**src/rtl/seq_detect_param.sv**
```systemverilog
// Serial detector for a run-time loadable LEN-bit pattern with overlap/non-overlap modes; out pulses 1 cycle after the final bit.
// The en input stalls the stream, and a pattern load restarts the search.
module seq_detect_param #(
  parameter int              LEN         = 4,
  parameter logic [LEN-1:0]  RST_PATTERN = 4'b1011,
  parameter int              CNT_W       = 8
) (
  input  logic             clk,
  input  logic             rst,
  input  logic             en,
  input  logic             signal,
  input  logic             overlap,
  input  logic             pat_load,
  input  logic [LEN-1:0]   pat_in,
  input  logic             clr_cnt,
  output logic             out,
  output logic [CNT_W-1:0] match_cnt
);

  localparam int FW = $clog2(LEN + 1);
  localparam logic [FW-1:0] FULL = FW'(LEN);

  logic [LEN-1:0] pattern;
  logic [LEN-1:0] hist;
  logic [LEN-1:0] hist_n;
  logic [FW-1:0]  fill;
  logic [FW-1:0]  fill_n;
  logic           match;

  always_comb begin
    hist_n = {hist[LEN-2:0], signal};
    fill_n = (fill == FULL) ? fill : fill + 1'b1;
    match  = en && !pat_load && (fill_n == FULL) && (hist_n == pattern);
  end

  always_ff @(posedge clk or negedge rst) begin
    if (!rst) begin
      pattern <= RST_PATTERN;
      hist    <= '0;
      fill    <= '0;
      out     <= 1'b0;
    end else if (pat_load) begin
      pattern <= pat_in;
      hist    <= '0;
      fill    <= '0;
      out     <= 1'b0;
    end else if (en) begin
      hist <= hist_n;
      // Non-overlap mode forces a full window of fresh bits after a hit
      fill <= (match && !overlap) ? '0 : fill_n;
      out  <= match;
    end else begin
      out <= 1'b0;
    end
  end

  always_ff @(posedge clk or negedge rst) begin
    if (!rst) begin
      match_cnt <= '0;
    end else if (clr_cnt) begin
      match_cnt <= '0;
    end else if (match && (match_cnt != {CNT_W{1'b1}})) begin
      match_cnt <= match_cnt + 1'b1;
    end
  end

endmodule
```
**config.mk**
```make
export PLATFORM = sky130hd
export DESIGN_NAME = seq_detect_param
export DESIGN_NICKNAME = d
export VERILOG_FILES = /design/src/rtl/seq_detect_param.sv
export SDC_FILE = /design/constraint.sdc
export NUM_CORES = 1
export LEC_CHECK = 0
export ABC_AREA = 1
export CAP_MARGIN = 20
export CORE_ASPECT_RATIO = 0.6
export CORE_MARGIN = 2
export CORE_UTILIZATION = 29
export CTS_CLUSTER_SIZE = 24
export DETAILED_ROUTE_END_ITERATION = 10
export PLACE_DENSITY = 0.57
export SYNTH_ARGS = -nofsm -noshare
export SYNTH_HDL_FRONTEND = slang
export SYNTH_SLANG_ARGS = --single-unit
```
**constraint.sdc**
```tcl
create_clock -name clk -period 1.5 [get_ports clk]
set_input_delay 0.15 -clock clk [delete_from_list [all_inputs] [get_ports clk]]
set_output_delay 0.15 -clock clk [all_outputs]
set_load 0.02 [all_outputs]
```
==> results.sh <==
export IMPL_status="complete, but fails checks"
export IMPL_violations="setup timing"
export IMPL_rrSetupSlack_ps=-50
export IMPL_drtIter0Drc=41
export IMPL_num_rows=17
export IMPL_async_flop_share_pct=100
export IMPL_tightest_slew_ps=577
export IMPL_setup_violations=8
export IMPL_viasPerCell=4.50
export IMPL_slew_headroom_pct=61.5
export IMPL_placed_cells_incl_taps=227
export IMPL_skew_ps=3.19
export IMPL_initial_core_util_pct=31.0
export IMPL_stdcell_area_sq_mm=0.00170
export IMPL_synth_fa_ha_area_share_pct=3.21
export IMPL_clk_path_buf_depth=2
export IMPL_critPathCaptureType="register"
export IMPL_grt_pass1_vias=1023
export IMPL_synth_most_common_cell="nand2_1"
export IMPL_synth_nets=164
export IMPL_ant_nets=0
export IMPL_min_period_ps=1550
export IMPL_ff2ff_path_depth=11
export IMPL_ios=20
export IMPL_grt_max_degree=20
export IMPL_io_buffer_count=19
export IMPL_fp_coreArea_sq_mm=0.00376
export IMPL_fmaxAchievable_ghz=0.646
export IMPL_critPathLaunchType="register"
export IMPL_synth_flop_cell="dfrtp_1"
export IMPL_cp_required_ps=1690
export IMPL_final_cells=236
export IMPL_cts_tree="built"
export IMPL_yosysSeqAreaShare_pct=41.0
export IMPL_tns_ps=-167
export IMPL_n_antenna_cell=0
export IMPL_htree_levels=1
export IMPL_ys_warn_count=0
export IMPL_synth_top_cells_by_count="nand2_1, inv_1, dfrtp_1"
export IMPL_power_leakage_uw=0.000985
export IMPL_cts_root_buffer="clkbuf_8"
export IMPL_drc=0
export IMPL_wl_per_cell_um=11.8
export IMPL_finalNetCount=204
export IMPL_hold_buffers=0
export IMPL_power_density_mw_per_mm2=673
export IMPL_synth_edff_count=0
export IMPL_grt_overflow_total=0
export IMPL_criticalPathCategory="register to register"
export IMPL_max_cap_violations=0
export IMPL_fp_dieH_um=53.2
export IMPL_die_w_um=86.0
export IMPL_dp_slack_ps=-90.6
export IMPL_insertion_delay_ps=250
export IMPL_dpl_cell_area_sq_mm=0.00150
export IMPL_cts_buffers=3
export IMPL_gp_congestion=0.804
export IMPL_antenna_found_initial=0
export IMPL_arrival_ps=1740
export IMPL_ys_seq_elements=19
export IMPL_finalWirelength_mm=2.79
export IMPL_drive_above_1_share_pct=29.6
export IMPL_startpoint="fill[0]"
export IMPL_final_max_slew_violation_count=0
export IMPL_ir_drop_mv=0.291
export IMPL_netlist_area_sq_mm=0.00117
export IMPL_area_growth_pct=45.7
export IMPL_hold_violations=0
export IMPL_fin_crit_sh_pct=103
export IMPL_hp_class="input port to async pin"
export IMPL_grt_pass1_wl_mm=4.67
export IMPL_synth_compound_area_share_pct=5.35
export IMPL_synth_distinct_cells=25
export IMPL_synth_top_cell_area_share_pct=34.3
export IMPL_dieArea_sq_mm=0.00457
export IMPL_first_pass_iters=4
export IMPL_synth_xor_area_share_pct=3.00
export IMPL_synth_simple_area_share_pct=35.9
export IMPL_grt_usage_pct=13.5
export IMPL_r2r_end="match_cnt[3]"
export IMPL_synth_top_family_by_area="simple AND/OR/NAND/NOR gates"
export IMPL_path_clk_slew_ps=70
export IMPL_vias=1063
export IMPL_syn_area_per_cell_sq_um=7.79
export IMPL_synth_top_area_cell="dfrtp_1"
export IMPL_synthCells=150
export IMPL_crit_reg2reg_launch="fill[0]"
export IMPL_synth_mux_area_share_pct=0
export IMPL_path_max_fanout=5
export IMPL_rsz0062_at_grt="yes"
export IMPL_cts_sinks=19
export IMPL_dp_hpwl_mm=2.01
export IMPL_fin_ws_ps=-48.5
export IMPL_synth_area_leaders="dfrtp_1, nand2_1, inv_1, dfstp_2, nand3_1"
==> cell usage in the layout, fill, tap and decap left out, types with 2 or more instances in the layout <==
cell type        netlist  final
nand2_1               42     37
nor2_1                 6      6
dlymetal6s2s_1         0      5
inv_1                 27     24
nand3_1               15      7
dfstp_2                3      3
dfrtp_1               16     16
clkbuf_8               0      3
o22ai_1                5      5
dlygate4sd2_1          0      2
o21ai_0                3      3
nand2_4                1      7
nand4_1                8      8
nand2_2                3      2
nor2_4                 0      3
buf_4                  0     17
nand3_2                1      9
clkdlybuf4s50_1        0     12
nand3_4                2      2
inv_2                  0      3
xor2_1                 3      3
ha_1                   3      2
==> stage by stage <==
stage	hold WS, ps	total power (uW)	utilization (%)
2_1_floorplan	-146	654	-
3_3_place_gp	484	735	39.8
3_5_place_dp	497	740	39.8
4_1_cts	231	1130	43.5
5_1_grt	265	1210	45.2
6_report	229	1150	45.2
==> how the worst max path moves through the flow <==
stage,to,slack [ps],cells past startpoint
finish,match_cnt[3],-50,11
global route,match_cnt[3],-130,11
CTS,match_cnt[6],-40,11
floorplan,match_cnt[7],50,7
global placement,match_cnt[6],-50,9
detailed placement,match_cnt[6],-90,11
==> cells by family after synthesis <==
logic type	count (synthesis)
simple gates	82
flops	19
fa+ha+maj	3
compound gates	10
buf+inv	32
xor+xnor	4
==> flip-flops by register name (all words and copies together) (netlist names) <==
name,flops
match_cnt,8
pattern,4
fill,3
hist,3
out,1
==> critical path: stages (launching register included) <==
cell and delay [ps]:
dfrtp_1 410, inv_2 90, ha_4 200, inv_1 50, nand2_1 60, nand2_2 100
nand2_4 70, inv_2 60, nand2_4 80, nor2_8 140, nand4_1 120, nand2_2 110
==> routing by layer <==
metal	share of wire, %	GRT usage, %	vias up
met4	0.50	3.17	0
met5	0	0	-
met1	53	18.7	481
met2	42	21.4	24
li1	-	-	556
met3	4.7	3.28	2
==> layout make-up <==
cell class | instances | area (sq um)
fillers | 363 | 2060
multi-input cells | 100 | 671
flip-flops and latches | 19 | 479
inverters | 30 | 121
repair buffers | 36 | 328
well taps | 47 | 58.8
clock buffers | 4 | 45.0
==> where the power goes <==
| group | internal [uW] | total (uW) | switching, uW |
|---|---|---|---|
| Combinational | 113 | 242 | 130 |
| Sequential | 536 | 550 | 14.0 |
| Clock | 189 | 353 | 165 |
==> repair_timing <==
| item | 4_1_cts | 5_1_grt |
|---|---|---|
| pin swaps | 11 | 14 |
| endpoints found under the hold margin | 0 | 0 |
| setup buffers | 2 | 2 |
| resized for setup | 21 | 14 |
| cloned | 1 | 0 |
| endpoints found under the setup margin | 9 | 15 |
Power figures use the tool's default switching activity.
